File: config.mk
export PLATFORM = sky130hd
export DESIGN_NAME = i2c_slave_reg_ctrl
export DESIGN_NICKNAME = d
export VERILOG_FILES = /design/src/rtl/i2c_slave_reg_ctrl_pkg.sv /design/src/rtl/i2c_slave_reg_ctrl_bank.sv /design/src/rtl/i2c_slave_reg_ctrl.sv
export SDC_FILE = /design/constraint.sdc
export NUM_CORES = 1
export LEC_CHECK = 0
export CORE_MARGIN = 5
export CORE_UTILIZATION = 35
export CTS_BUF_LIST = sky130_fd_sc_hd__clkbuf_16
export DETAILED_ROUTE_END_ITERATION = 16
export PLACE_DENSITY = 0.49
export SYNTH_ARGS = -nofsm -noshare
export SYNTH_HDL_FRONTEND = slang
export SYNTH_SLANG_ARGS = --single-unit
File: constraint.sdc
create_clock -name i_clk -period 9.2 [get_ports i_clk]
set_input_delay 0.92 -clock i_clk [delete_from_list [all_inputs] [get_ports i_clk]]
set_output_delay 0.92 -clock i_clk [all_outputs]
set_load 0.005 [all_outputs]
File: src/rtl/i2c_slave_reg_ctrl_pkg.sv
// Shared definitions for the I2C register-bank controller: controller state
// encoding and the default register reset value.
package i2c_slave_reg_pkg;

    // Controller states, in the order a typical transaction visits them.
    typedef enum logic [2:0] {
        IDLE  = 3'd0,
        SEL   = 3'd1,
        WRITE = 3'd2,
        FETCH = 3'd3,
        READ  = 3'd4
    } state_t;

    // Reset value of every register unless the instance overrides it.
    localparam logic [7:0] RST_VAL_DEFAULT = 8'h00;

endpackage

File: src/rtl/i2c_slave_reg_ctrl_bank.sv
// i2c_reg_bank: DEPTH x 8-bit register file with two write ports and two
// asynchronous read ports. The I2C port has priority; a host write to the
// same address in the same cycle is discarded.
module i2c_reg_bank import i2c_slave_reg_pkg::*; #(
    parameter int         DEPTH   = 16,
    parameter logic [7:0] RST_VAL = RST_VAL_DEFAULT,
    localparam int        ADDR_W  = $clog2(DEPTH)
) (
    input  logic              i_clk,
    input  logic              i_rst_n,
    input  logic              i_i2c_we,
    input  logic [ADDR_W-1:0] i_i2c_addr,
    input  logic [7:0]        i_i2c_wdata,
    input  logic              i_host_we,
    input  logic [ADDR_W-1:0] i_host_addr,
    input  logic [7:0]        i_host_wdata,
    input  logic [ADDR_W-1:0] i_raddr_a,
    output logic [7:0]        o_rdata_a,
    input  logic [ADDR_W-1:0] i_raddr_b,
    output logic [7:0]        o_rdata_b
);

    logic [7:0] r_regs [DEPTH];

    // Register storage: I2C write checked first so it shadows a same-address host write.
    always_ff @(posedge i_clk or negedge i_rst_n) begin
        if (!i_rst_n) begin
            for (int i = 0; i < DEPTH; i++) begin
                r_regs[i] <= RST_VAL;
            end
        end else begin
            for (int i = 0; i < DEPTH; i++) begin
                if (i_i2c_we && (i_i2c_addr == ADDR_W'(i))) begin
                    r_regs[i] <= i_i2c_wdata;
                end else if (i_host_we && (i_host_addr == ADDR_W'(i))) begin
                    r_regs[i] <= i_host_wdata;
                end
            end
        end
    end

    assign o_rdata_a = r_regs[i_raddr_a];
    assign o_rdata_b = r_regs[i_raddr_b];

endmodule

File: src/rtl/i2c_slave_reg_ctrl.sv
// i2c_slave_reg_ctrl: EEPROM-style register bank controller behind i2c_slave.
// The first byte written in a transaction loads the pointer, further writes
// store and auto-increment, reads stream regs[ptr] with auto-increment.
// A host port gives independent access to the same registers.
// Optional feature macro: I2C_REG_IRQ_EN (adds xfer_done_irq generation).
module i2c_slave_reg_ctrl import i2c_slave_reg_pkg::*; #(
    parameter int         DEPTH   = 16,
    parameter logic [7:0] RST_VAL = RST_VAL_DEFAULT,
    localparam int        ADDR_W  = $clog2(DEPTH)
) (
    input  logic              i_clk,
    input  logic              i_rst_n,
    input  logic              i_slave_selected,
    input  logic              i_write_received,
    input  logic [7:0]        i_data_from_master,
    input  logic              i_data_read_ack,
    output logic [7:0]        o_data_to_master,
    output logic              o_data_valid,
    input  logic              i_host_we,
    input  logic [ADDR_W-1:0] i_host_addr,
    input  logic [7:0]        i_host_wdata,
    output logic [7:0]        o_host_rdata,
    output logic              o_host_collision,
    output logic [ADDR_W-1:0] o_ptr_dbg,
    output logic              o_xfer_done_irq
);

    state_t            r_state;
    state_t            w_next_state;
    logic [ADDR_W-1:0] r_ptr;
    logic [ADDR_W-1:0] w_next_ptr;
    logic              w_i2c_we;
    logic              w_collision;
    logic              w_host_we_eff;
    logic [7:0]        w_rdata_ptr;
    logic [7:0]        w_rdata_host;
    logic [7:0]        w_next_data;
    logic [7:0]        r_data_to_master;
    logic [7:0]        r_host_rdata;
    logic              r_host_collision;

    i2c_reg_bank #(
        .DEPTH   (DEPTH),
        .RST_VAL (RST_VAL)
    ) u_bank (
        .i_clk        (i_clk),
        .i_rst_n      (i_rst_n),
        .i_i2c_we     (w_i2c_we),
        .i_i2c_addr   (r_ptr),
        .i_i2c_wdata  (i_data_from_master),
        .i_host_we    (i_host_we),
        .i_host_addr  (i_host_addr),
        .i_host_wdata (i_host_wdata),
        .i_raddr_a    (w_next_ptr),
        .o_rdata_a    (w_rdata_ptr),
        .i_raddr_b    (i_host_addr),
        .o_rdata_b    (w_rdata_host)
    );

    // Next-state and pointer logic; deselect overrides everything, write beats ack.
    always_comb begin
        w_next_state = r_state;
        w_next_ptr   = r_ptr;
        w_i2c_we     = 1'b0;
        if (!i_slave_selected) begin
            w_next_state = IDLE;
        end else begin
            case (r_state)
                IDLE: begin
                    w_next_state = SEL;
                end
                SEL, READ: begin
                    if (i_write_received) begin
                        w_next_ptr   = i_data_from_master[ADDR_W-1:0];
                        w_next_state = WRITE;
                    end else if (i_data_read_ack) begin
                        w_next_ptr   = r_ptr + ADDR_W'(1);
                        w_next_state = FETCH;
                    end
                end
                WRITE: begin
                    if (i_write_received) begin
                        w_i2c_we   = 1'b1;
                        w_next_ptr = r_ptr + ADDR_W'(1);
                    end else if (i_data_read_ack) begin
                        w_next_ptr   = r_ptr + ADDR_W'(1);
                        w_next_state = FETCH;
                    end
                end
                FETCH: begin
                    w_next_state = READ;
                end
                default: begin
                    w_next_state = IDLE;
                end
            endcase
        end
    end

    // Host collision detection and write-first forwarding into the outgoing byte.
    always_comb begin
        w_collision   = i_host_we && w_i2c_we && (i_host_addr == r_ptr);
        w_host_we_eff = i_host_we && !w_collision;
        w_next_data   = w_rdata_ptr;
        if (w_i2c_we && (r_ptr == w_next_ptr)) begin
            w_next_data = i_data_from_master;
        end else if (w_host_we_eff && (i_host_addr == w_next_ptr)) begin
            w_next_data = i_host_wdata;
        end
    end

    // State and pointer registers.
    always_ff @(posedge i_clk or negedge i_rst_n) begin
        if (!i_rst_n) begin
            r_state <= IDLE;
            r_ptr   <= '0;
        end else begin
            r_state <= w_next_state;
            r_ptr   <= w_next_ptr;
        end
    end

    // Registered outputs toward i2c_slave and the host.
    always_ff @(posedge i_clk or negedge i_rst_n) begin
        if (!i_rst_n) begin
            r_data_to_master <= RST_VAL;
            r_host_rdata     <= RST_VAL;
            r_host_collision <= 1'b0;
        end else begin
            r_data_to_master <= w_next_data;
            r_host_rdata     <= w_rdata_host;
            r_host_collision <= w_collision;
        end
    end

    assign o_data_to_master = r_data_to_master;
    assign o_host_rdata     = r_host_rdata;
    assign o_host_collision = r_host_collision;
    assign o_ptr_dbg        = r_ptr;
    assign o_data_valid     = (r_state == SEL) || (r_state == WRITE) || (r_state == READ);

`ifdef I2C_REG_IRQ_EN
    logic r_sel_q;
    logic r_stored;
    logic r_irq;
    logic w_sel_fall;

    assign w_sel_fall = r_sel_q && !i_slave_selected;

    // Remember whether a data byte landed this transaction; pulse irq on deselect.
    always_ff @(posedge i_clk or negedge i_rst_n) begin
        if (!i_rst_n) begin
            r_sel_q  <= 1'b0;
            r_stored <= 1'b0;
            r_irq    <= 1'b0;
        end else begin
            r_sel_q <= i_slave_selected;
            r_irq   <= w_sel_fall && r_stored;
            if (w_sel_fall) begin
                r_stored <= 1'b0;
            end else if (w_i2c_we) begin
                r_stored <= 1'b1;
            end
        end
    end

    assign o_xfer_done_irq = r_irq;
`else
    assign o_xfer_done_irq = 1'b0;
`endif

endmodule

==> results.md, run 1 <==
- The run finished with clean final reports.
- The H-tree generated during clock tree synthesis spans 4 levels.
- The number of buffer cells added on primary ports is 47.
- For the worst-skew pair, the clock arrives at the later sink with an insertion delay of 440 ps.
- The total global routing overflow is 0.
- Across all layers, the routed design uses 7559 vias.
- STA puts the critical path data required time at 9510 ps.
- The number of synthesis warnings is 0.
- The end of the worst register-to-register path is o_data_to_master[4]$_DFF_PN0_.
- The reported max-cap violation count is 0.
- The maximum single-stage delay on the critical path is 1020 ps.
- The first global-routing pass estimated 48940 um of wire.
- The maximum VDD drop is 0.09594 mV.
- Averaged over all synthesized cells, the footprint is 10.07 sq um.
- For this design the ratio of total power to cell area is 278.8 nW/um^2.
- Counting every sink on the clock net gives 152.
- After clock tree synthesis, the setup repair step added 0 buffers.
- In this run, the combinational gates consume 37.8% of the power.
- In the routed design, unresolved DRC markers number 0.
- The routed wirelength normalized by instance count is 23.83 um.
- Walking the worst path, the cells encountered are clkdlybuf4s50_1 > nor4bb_1 > a31oi_1 > and4_4 > or3_1 > inv_4 > xnor2_1 > nand4_1 > mux2_2.
- The summed negative setup slack over all endpoints is 0 ps.
- The maximum clock skew at final layout is 13.10 ps.
- The leakage component of the power is 4.631 nW.
- The worst hold slack is 494.5 ps.
- The largest total area in the synthesized netlist belongs to dfrtp_1.
- Counting flops with an async set or reset pin after synthesis yields a share of 100.0%.
- The first detailed-routing pass ran for 5 iterations.
- The DRC marker count from the first detailed-route iteration is 653.
- The number of antenna diodes in the final layout is 0.
- The share of the synthesized area in the top cell type is 39.10%.
- The unique cell type count in the Yosys netlist is 61.
- TritonCTS built the clock tree.
- After the last flow step, the layout net total stands at 976.
- Gates resized during post-CTS repair numbered 0.
- The most critical setup path has its startpoint at i_data_from_master[0].
- The master cell of the clock root buffer is clkbuf_16.
- The number of register bits inferred by synthesis is 152.
- Of the total power, registers draw 37.9%.
- The final cycle utilization of the critical path is 53.23%.
- The largest buffer count on any clock path is 2.
- The number of flops mapped to enable cells by yosys is 0.
- In the global route stage, overall resource usage came out at 20.69%.
- The cell count after synthesis came out at 966.
- The detail route stage leaves a number of antenna-violating nets equal to 0.
- The cell with the largest stage delay on the worst path is clkdlybuf4s50_1.
- The area added between synthesis and finish is 12.07%.
- The switching power is 1.106 mW.
- Timing would allow up to 204.2 MHz.
- The cell internal power dissipation is 1.933 mW.
- The worst setup path is launched from a primary input.
- The number of hold violations in the final report is 0.
- The cell count of the worst reg-to-reg path is 9.
- The number of nets in the synthesized netlist is 996.
- After clock tree synthesis, the clock-pin slew on the worst setup and hold paths is 70 ps.
- The worst setup slack before clock tree synthesis is 3885 ps.
- The CTS buffer count is 17.
- The highest fanout seen on the critical path is 66.
- The startpoint of the lowest-slack register-to-register path is r_state[1]$_DFFE_PN0P_.
- The total wire length is 31870 um.
- After floorplanning, the core was divided into 61 placement rows.
- The final critical-path setup slack is 4303 ps.
- The initial standard-cell utilization of the core is 35.21%.
- STA classifies the critical path endpoint as a register.
- The register area share after synthesis is 39.10%.
- Leaving out fill and tap cells, the most frequent cell in the layout is dfrtp_1.
- The die area is 31220 sq um.
- The critical path is of the in -> reg type.
- Setup repair after global routing left no endpoint under its margin.
- Sorting the synthesized cells by area gives the leading types as dfrtp_1, mux2i_1, mux4_2.
- The tightest min-delay check is of the in -> async type.
- The final-report max-slew violation count is 0.
- Buffers inserted to repair hold after CTS numbered 0.
- The via-per-instance ratio is 5.654.
- The number of top-level pins is 49.
- The floorplan step set the die height to 176.7 um.
- The die boundary width is 176.7 um.
- In this run the standard cell core region covers 27630 sq um.
- The half-perimeter wire length of the detailed placement result is 22080 um.
- The normalized max-slew margin is 18.26%.
- After layout, the minimum clock period comes to 4897 ps.
- Among all flip-flop cells after synthesis, the most frequent one is dfrtp_1.
- The top cell types in the final layout, fill and taps aside, are dfrtp_1, nor2_1, mux2i_1.
- The end of the critical path is o_data_to_master[4]$_DFF_PN0_.
- The switching share of power is 36.38%.
- The via count of the first global-routing pass came to 7500.
- In this run the cell area of the synthesized design comes to 9727 sq um.
- The number of placed cells counting well taps is 1305.
- In the final layout, the share of cells above drive strength 1 is 12.41%.
- The number of antenna violations at the first check in global routing was 0.
- The final instance count without filler cells is 1337.
- Across all register-to-register paths, the minimum setup slack is 5090 ps.
- The routability congestion estimate is 0.8548.
- Data arrives at the worst endpoint at 5210 ps.
- The clock network is responsible for 24.3% of the overall power.
- The total of fill cells in the finished design is 2729.
- Setup violations remaining at the end of the flow were counted as 0.
- Entering global routing, the biggest net connects 85 pins.
- For the pin with the worst max-slew slack, the measured transition is 1223 ps.
-- worst min-delay path by stage --
stage | start | endpoint | slack, ps | depth (start not counted)
CTS | i_rst_n | r_state[1]$_DFFE_PN0P_ | 580 | 1
finish | i_rst_n | r_state[1]$_DFFE_PN0P_ | 490 | 1
detailed placement | u_bank.r_regs[30]$_DFFE_PN0P_ | u_bank.r_regs[30]$_DFFE_PN0P_ | 600 | 2
floorplan | u_bank.r_regs[16]$_DFFE_PN0P_ | u_bank.r_regs[16]$_DFFE_PN0P_ | 550 | 2
global placement | u_bank.r_regs[89]$_DFFE_PN0P_ | u_bank.r_regs[89]$_DFFE_PN0P_ | 590 | 2
global route | i_rst_n | r_state[1]$_DFFE_PN0P_ | 590 | 1
-- logic make-up after synthesis --
| kind of cell | after synthesis | synth area share, % |
|---|---|---|
| AO/OA/AOI/OAI | 233 | 15.31 |
| AND/OR/NAND/NOR | 245 | 11.32 |
| XOR/XNOR | 9 | 0.8104 |
| adder cells (fa/ha/maj) | 5 | 0.6175 |
| other | 1 | 0.03855 |
| buffers and inverters | 106 | 5.004 |
| flip-flops | 152 | 39.10 |
| multiplexers | 215 | 27.80 |
-- critical path: cells and delay by family --
family	cells	cell delay, ps
buf+inv	2	1690
simple gates	4	1780
xor+xnor	1	200
compound gates	1	70
mux	1	460
-- stage by stage --
stage	power [mW]	instance area, sq um	util [%]
3_5_place_dp	2.313	10300	37.27
5_1_grt	3.211	10900	39.45
6_report	3.039	10900	39.45
4_1_cts	3.058	10900	39.45
2_1_floorplan	1.916	9727	-
3_3_place_gp	2.301	10300	37.27
-- Yosys cell counts (3+ instances only) --
library cell	n
inv_1	8
dfrtp_1	152
and3_1	6
nor3_1	8
nand2_1	25
nand4_1	5
nand3b_1	4
mux2_4	4
clkbuf_1	54
nor2_1	151
buf_2	8
buf_6	3
a211oi_1	12
a21oi_1	135
xnor2_1	6
buf_1	25
o211ai_1	14
mux2_1	3
nor2b_1	7
a31oi_1	3
xor2_1	3
nor3b_1	4
o31a_1	25
mux2_2	22
mux4_2	40
nand2b_1	7
a211o_1	14
mux2i_1	146
ha_1	4
nand3_1	18
o2111ai_1	7
a311o_1	7
-- metal layers --
layer | global-route usage (%) | up-vias | part of all wire, %
met1 | 29.27 | 3799 | 46
met5 | 0 | - | 0
met4 | 6.157 | 0 | 2.5
li1 | - | 3523 | -
met3 | 2.969 | 48 | 4.0
met2 | 33.13 | 189 | 47
-- state kept, by name (all words and copies together), names as in the netlist --
signal,count
u_bank.r_regs,128
o_ptr_dbg,4
o_host_rdata,8
o_host_collision,1
r_state,3
o_data_to_master,8
-- power by group through the flow --
stage	clock network (mW)	registers, mW	logic, mW
2_1_floorplan	0	1.04	0.878
3_3_place_gp	0	1.16	1.14
3_5_place_dp	0	1.16	1.15
4_1_cts	0.751	1.15	1.16
5_1_grt	0.781	1.18	1.25
6_report	0.738	1.15	1.15
-- cell type report --
| type | count | area (sq um) | area share (%) |
|---|---|---|---|
| timing repair buffer | 58 | 544.3 | 4.993 |
| tap | 378 | 473.0 | 4.339 |
| clock buffer | 17 | 425.4 | 3.903 |
| inverter | 9 | 36.28 | 0.3329 |
| sequential | 152 | 3804 | 34.89 |
| clock inverter | 15 | 177.7 | 1.630 |
| multi-input combinational | 708 | 5440 | 49.91 |
(Power assumes the default switching activity.)
==> inputs of run 2 (changes only) <==
==> constraint.sdc (replaced) <==
create_clock -name i_clk -period 5 [get_ports i_clk]
set_input_delay 0.5 -clock i_clk [delete_from_list [all_inputs] [get_ports i_clk]]
set_output_delay 0.5 -clock i_clk [all_outputs]
set_load 0.005 [all_outputs]
==> results.md, run 2 (synthesized netlist as in run 1, its figures left out) <==
- The flow ran to the end, and the final reports show no timing, DRC or antenna violations.
- The via count of the first global-routing pass is 7563 (+0.84%).
- The met2 routed wirelength came to 15660 um (+4.0%).
- The die boundary width is 176.7 um (unchanged).
- The final instance count without filler cells came to 1350 (+0.97%).
- The cell count of the worst reg-to-reg path is 9 (unchanged).
- The count of buffer and inverter cells on the critical path was 2 (unchanged).
- The highest fanout seen on the critical path is 58 (-12%).
- The number of buffer cells added on primary ports came to 47 (unchanged).
- The leading cell type in the layout, fill and taps excluded is dfrtp_1.
- The pin slew with the least headroom to its limit was 1229 ps (+5.059 ps).
- The sum of met3 wire segment lengths after detailed routing came to 1558 um (+24%).
- Timing would allow up to 252.5 MHz.
- The count of instances resized after the clock tree is built is 0 (unchanged).
- The cell row count came to 61 (unchanged).
- The core outline area was 27630 sq um (unchanged).
- The final cycle utilization of the critical path is 79.21%.
- The cell with the largest stage delay on the worst path is dfrtp_1.
- Setup repair after global routing left no endpoint under its margin.
- The maximum single-stage delay on the critical path is 650 ps (-370 ps).
- The signal on the critical path passes through xor2_1 > a21o_1 > and4_4 > or3_1 > buf_4 > inv_4 > xnor2_1 > nand4_1 > mux2_2.
- The via count is 7707 (+2.0%).
- The DRC marker count from the first detailed-route iteration is 756 (+16%).
- More flip-flops sit in one register than any other, and that register is u_bank.r_regs.
- The post-layout net count was 989 (+1.3%).
- The critical path class is reg -> reg.
- The maximum clock skew at final layout was 13.63 ps (+0.5313 ps).
- The flip-flop count of the largest register after layout came to 128 (unchanged).
- The minimum setup slack among reg-to-reg paths came to 1040 ps (-4050 ps).
- The routed wirelength normalized by instance count is 23.98 um (+0.63%).
- The source-to-sink clock delay at the later pin of the worst-skew pair was 430 ps (about the same).
- The total of fill cells in the finished design was 2765 (+1.3%).
- The area taken by flip-flops and latches came to 3804 sq um (unchanged).
- The kind of end point of the critical path is a register.
- The reported max-cap violation count was 0 (unchanged).
- The worst hold slack came to 133.3 ps (-361.2 ps).
- The via-per-instance ratio is 5.709 (+0.98%).
- STA classifies the critical path startpoint as a register.
- The maximum VDD drop is 0.2046 mV (+110%).
- The top layer used by detailed routing is met4.
- The H-tree level count is 4 (unchanged).
- The final core utilization is 39.71% (+0.25 points).
- The area of the multi-input gates is 5440 sq um (unchanged).
- The number of antenna violations at the first check in global routing is 0 (unchanged).
- The sum of routed wire segments on met1 is 14490 um (-1.8%).
- The number of antenna repair diodes is 0 (unchanged).
- The number of placed cells counting well taps is 1318 (+1.0%).
- The worst setup slack before clock tree synthesis is 767.0 ps (-3118 ps).
- The final-report max-slew violation count is 0 (unchanged).
- The final non-filler cell area is 10970 sq um (+0.64%).
- CTS placed an instance of clkbuf_16 at the clock tree root.
- The count of unresolved DRC violations after routing is 0 (unchanged).
- The instance count on the critical path was 9 (unchanged).
- The minimum clock period is 3961 ps.
- The post-route antenna net violation count was 0 (unchanged).
- The number of iterations in the first detailed-routing pass is 5 (unchanged).
- The clock-pin slew of the registers on the worst-case setup and hold paths is 70 ps (about the same).
- The routability congestion estimate was 0.8769 (+2.6%).
- TritonCTS built the clock tree.
- The post-CTS setup repair buffer count is 0 (unchanged).
- The post-place instance area was 10400 sq um (+0.95%).
- The share of post-route cells with drive strength above 1 is 13.37% (+0.97 points).
- The number of top-level pins is 49 (unchanged).
- The required time at the worst-slack endpoint is 5300 ps (-4210 ps).
- The total power draw came to 5.572 mW (+83%).
- Broken down by cell family, the worst path's largest delay share belongs to simple AND/OR/NAND/NOR gates.
- The largest buffer count on any clock path came to 2 (unchanged).
- The library cells used most frequently in the layout, excluding fill and tap cells, are dfrtp_1, nor2_1, mux2i_1.
- The die area was 31220 sq um (unchanged).
- The arrival time of data at the critical path endpoint is 4260 ps (-950 ps).
- The summed negative setup slack over all endpoints is 0 ps (unchanged).
- The power density of the placed cells is 507.9 nW/um^2 (+82%).
- The normalized max-slew margin came to 17.80% (-0.46 points).
- The global-route wire length before repair is 49890 um (+1.9%).
- The min-delay analysis places its worst path in the category in -> async.
- The final number of setup-violating endpoints is 0 (unchanged).
- The number of hold violations in the final report came to 0 (unchanged).
- The aggregate global-route resource usage came to 21.17% (+0.48 points).
- The initial standard-cell utilization of the core is 35.21% (unchanged).
- The leakage component of the power came to 4.666 nW (+0.75%).
- The total global routing overflow is 0 (unchanged).
- The CTS sink count is 152 (unchanged).
- The half-perimeter wire length of the detailed placement result was 22700 um (+2.8%).
- The area growth from synthesis to layout is 12.79%.
- The final critical-path setup slack is 1039 ps (-3263 ps).
- The total wire length is 32380 um (+1.6%).
- The die extent in y is 176.7 um (unchanged).
- The quantity of hold-fixing buffers added after cts is 0 (unchanged).
- The CTS buffer count was 17 (unchanged).
- The maximum number of pins on one net before global-route repair was 85 (unchanged).
==> run 2: changes by cell type in the layout (fill, tap and decap cells not counted), sizes merged <==
cell,change
bufinv,-1
clkinvlp,+3
clkinv,-2
buf,+13
==> run 2: final cells by class <==
type,instances,share of cell area [%]
Multi-Input combinational cell,708,49.59
Sequential cell,152,34.67
Timing Repair Buffer,71,5.851
Inverter,9,0.3307
Clock inverter,15,1.369
Clock buffer,17,3.878
Tap cell,378,4.311
==> run 2: where the power goes <==
group | internal, mW | switching, mW | total, mW
clock network | 0.735 | 0.572 | 1.31
registers | 1.66 | 0.448 | 2.11
logic | 1.13 | 1.03 | 2.16
==> run 2: per-layer routing <==
metal / global-route usage [%] / vias up
met5: 0 / -
li1: - / 3541
met2: 34.09 / 236
met4: 5.642 / 0
met1: 29.80 / 3892
met3: 3.461 / 38
==> run 2: worst paths after layout <==
path	from	to
setup reg to reg	r_state[1]$_DFFE_PN0P_	o_data_to_master[3]$_DFF_PN0_
min in group i_clk	i_host_addr[1]	o_host_collision$_DFF_PN0_
setup / recovery	r_state[1]$_DFFE_PN0P_	o_data_to_master[3]$_DFF_PN0_
max in group asynchronous	i_rst_n	u_bank.r_regs[20]$_DFFE_PN0P_
hold / removal	i_rst_n	r_state[1]$_DFFE_PN0P_
hold reg to reg	u_bank.r_regs[98]$_DFFE_PN0P_	u_bank.r_regs[98]$_DFFE_PN0P_
==> run 2: worst register-to-register path, stage by stage, from the launching register on <==
cell	delay (ps)
dfrtp_1	650
xor2_1	190
a21o_1	270
and4_4	310
or3_1	420
buf_4	190
inv_4	550
xnor2_1	270
nand4_1	500
mux2_2	480
==> inputs of run 3 (changes only) <==
--- a/config.mk
+++ b/config.mk
@@ -9,7 +9,7 @@
 export CORE_UTILIZATION = 35
 export CTS_BUF_LIST = sky130_fd_sc_hd__clkbuf_16
 export DETAILED_ROUTE_END_ITERATION = 16
-export PLACE_DENSITY = 0.49
+export PLACE_DENSITY = 0.51
 export SYNTH_ARGS = -nofsm -noshare
 export SYNTH_HDL_FRONTEND = slang
 export SYNTH_SLANG_ARGS = --single-unit
==> constraint.sdc (replaced) <==
create_clock -name i_clk -period 3.4 [get_ports i_clk]
set_input_delay 0.34 -clock i_clk [delete_from_list [all_inputs] [get_ports i_clk]]
set_output_delay 0.34 -clock i_clk [all_outputs]
set_load 0.005 [all_outputs]
==> results.md, run 3 (synthesized netlist as in run 1, its figures left out) <==
- The global-route wire length before repair is 49700 um (-0.37%).
- The CTS sink count came to 152 (unchanged).
- The aggregate global-route resource usage is 20.92% (-0.25 points).
- The part of the total power dissipated in sequential elements is 36.8% (-1.1 points).
- The share of post-route cells with drive strength above 1 was 15.72% (+2.3 points).
- The via-per-instance ratio is 5.594 (-2.0%).
- The worst setup slack before clock tree synthesis is 113.5 ps (-653.4 ps).
- The source-to-sink clock delay at the later pin of the worst-skew pair is 430 ps (about the same).
- The run finished with clean final reports.
- The final core utilization is 40.78% (+1.1 points).
- The number of iterations in the first detailed-routing pass is 6 (+1).
- The worst hold slack is 251.8 ps (+118.5 ps).
- The critical path launch point type is a register.
- The pin slew with the least headroom to its limit is 873.7 ps (-354.8 ps).
- The leading cell type in the layout, fill and taps excluded is dfrtp_1.
- The number of antenna repair diodes is 0 (unchanged).
- The worst register-to-register path ends at o_data_to_master[6]$_DFF_PN0_.
- The kind of end point of the critical path is a register.
- The switching share of power is 35.67% (-1.1 points).
- The number of buffer cells added on primary ports is 47 (unchanged).
- The post-route antenna net violation count came to 0 (unchanged).
- The summed negative setup slack over all endpoints was 0 ps (unchanged).
- The DRC marker count from the first detailed-route iteration was 548 (-28%).
- The cell with the largest stage delay on the worst path is dfrtp_1.
- The maximum clock rate is 328.4 MHz (+30%).
- The flip-flop count of the largest register after layout is 128 (unchanged).
- The CTS buffer count came to 17 (unchanged).
- The largest buffer count on any clock path is 2 (unchanged).
- The portion of total power attributed to combinational logic is 39.1% (+0.4 points).
- The core outline area is 27630 sq um (unchanged).
- The die boundary width came to 176.7 um (unchanged).
- The maximum single-stage delay on the critical path is 520 ps (-130 ps).
- The reported max-cap violation count is 0 (unchanged).
- The die extent in y is 176.7 um (unchanged).
- The count of unresolved DRC violations after routing is 0 (unchanged).
- The clock tree from TritonCTS is yes.
- The via count is 7703 (-0.052%).
- The via count of the first global-routing pass came to 7771 (+2.8%).
- The end of the critical path is o_data_to_master[6]$_DFF_PN0_.
- The master cell of the clock root buffer is clkbuf_16.
- The switching power came to 3.007 mW (+47%).
- The maximum number of pins on one net before global-route repair is 72 (-15%).
- The routability congestion estimate is 0.9105 (+3.8%).
- The final number of setup-violating endpoints is 0 (unchanged).
- The total wire length is 32030 um (-1.1%).
- The highest fanout seen on the critical path was 18 (-69%).
- The initial standard-cell utilization of the core is 35.21% (unchanged).
- The clock-pin slew of the registers on the worst-case setup and hold paths was 70 ps (about the same).
- Setup repair after global routing left no endpoint under its margin.
- The cell row count is 61 (unchanged).
- The final-report max-slew violation count is 0 (unchanged).
- The normalized max-slew margin is 41.57% (+24 points).
- The number of antenna violations at the first check in global routing is 0 (unchanged).
- Relative to the synthesized area, the layout overhead comes to 15.84%.
- The half-perimeter wire length of the detailed placement result is 22970 um (+1.2%).
- The count of instances resized after the clock tree is built is 0 (unchanged).
- The number of hold violations in the final report came to 0 (unchanged).
- The post-layout net count is 1017 (+2.8%).
- The maximum VDD drop came to 0.3183 mV (+56%).
- The arrival time of data at the critical path endpoint is 3360 ps (-900 ps).
- The cell internal power dissipation is 5.423 mW (+54%).
- The largest register by flop count is u_bank.r_regs.
- The critical path goes through xor2_1 > a21o_1 > and4_4 > or3_1 > inv_4 > buf_12 > mux2i_1 > a2111oi_0 > a2111o_1 > mux2_2.
- The maximum clock skew at final layout was 12.07 ps (-1.561 ps).
- The total global routing overflow is 0 (unchanged).
- The power density of the placed cells came to 748.3 nW/um^2 (+47%).
- The final cycle utilization of the critical path is 89.57% (+10 points).
- In this run the critical register-to-register path is launched from r_state[0]$_DFFE_PN0P_.
- The leakage component of the power is 4.857 nW (+4.1%).
- The top cell types in the final layout, fill and taps aside, are dfrtp_1, nor2_1, mux2i_1.
- The final critical-path setup slack came to 354.8 ps (-684.7 ps).
- The final instance count without filler cells is 1377 (+2.0%).
- The number of top-level pins is 49 (unchanged).
- The routed wirelength normalized by instance count came to 23.26 um (-3.0%).
- The minimum setup slack among reg-to-reg paths is 350 ps (-680 ps).
- The die area is 31220 sq um (unchanged).
- The required time at the worst-slack endpoint is 3710 ps (-1590 ps).
- The worst hold path belongs to the class in -> reg.
- The share of power burned in the clock network came to 24.1% (+0.6 points).
- The cell count of the worst reg-to-reg path is 10 (+1).
- The most critical setup path has its startpoint at r_state[0]$_DFFE_PN0P_.
- The H-tree level count is 4 (unchanged).
- The critical path class is reg -> reg.
- The minimum clock period came to 3045 ps (-915.3 ps).
- The number of placed cells counting well taps came to 1345 (+2.0%).
-- run 3: routing by layer --
metal / share of wire (%) / wire (um) / global-route usage, % / up-vias
li1: - / - / - / 3585
met4: 1.5 / 475 / 4.545 / 0
met2: 48 / 15460 / 34.58 / 204
met1: 46 / 14860 / 29.29 / 3889
met5: 0 / 0 / 0 / -
met3: 3.9 / 1244 / 3.119 / 25
-- run 3: how the worst min path moves through the flow --
stage / depth (start not counted) / slack, ps / start / end
finish: 4 / 250 / i_host_addr[1] / o_host_collision$_DFF_PN0_
global route: 4 / 290 / i_host_addr[1] / o_host_collision$_DFF_PN0_
CTS: 4 / 240 / i_host_addr[1] / o_host_collision$_DFF_PN0_
detailed placement: 1 / 410 / i_rst_n / r_state[1]$_DFFE_PN0P_
global placement: 1 / 410 / i_rst_n / r_state[1]$_DFFE_PN0P_
floorplan: 0 / 40 / i_rst_n / o_data_to_master[0]$_DFF_PN0_
-- run 3: worst max-delay path: cells and delay by family (launching register included) --
kind	cells	cell delay [ps]
AO/OA/AOI/OAI	3	780
AND/OR/NAND/NOR	2	620
XOR/XNOR	1	240
buffers and inverters	2	300
flip-flops	1	520
multiplexers	2	470
-- run 3: layout make-up --
class	count	area [sq um]
clock buffer	17	425.4
timing repair buffer	99	904.6
clock inverter	14	183.9
inverter	9	36.28
fill	2727	16360
tap	378	473.0
sequential	152	3804
multi-input combinational	708	5440
-- run 3: stage by stage --
step | instance area, sq um | power [mW]
global placement | 10650 | 6.359
detailed placement | 10650 | 6.398
floorplan | 9727 | 5.185
global route | 11270 | 8.905
CTS | 11270 | 8.454
finish | 11270 | 8.431
-- run 3: power by group through the flow --
stage	registers (mW)	clock network (mW)	logic (mW)
after floorplan	2.81	0	2.38
after CTS	3.09	2.07	3.29
after detailed placement	3.12	0	3.28
after global placement	3.13	0	3.23
final	3.10	2.03	3.30
after global routing	3.17	2.14	3.60
-- run 3: what timing repair did --
item | 4_1_cts | 5_1_grt
endpoints found under the hold margin | 68 | 0
buffers inserted | 0 | 0
hold buffers | 1 | 0
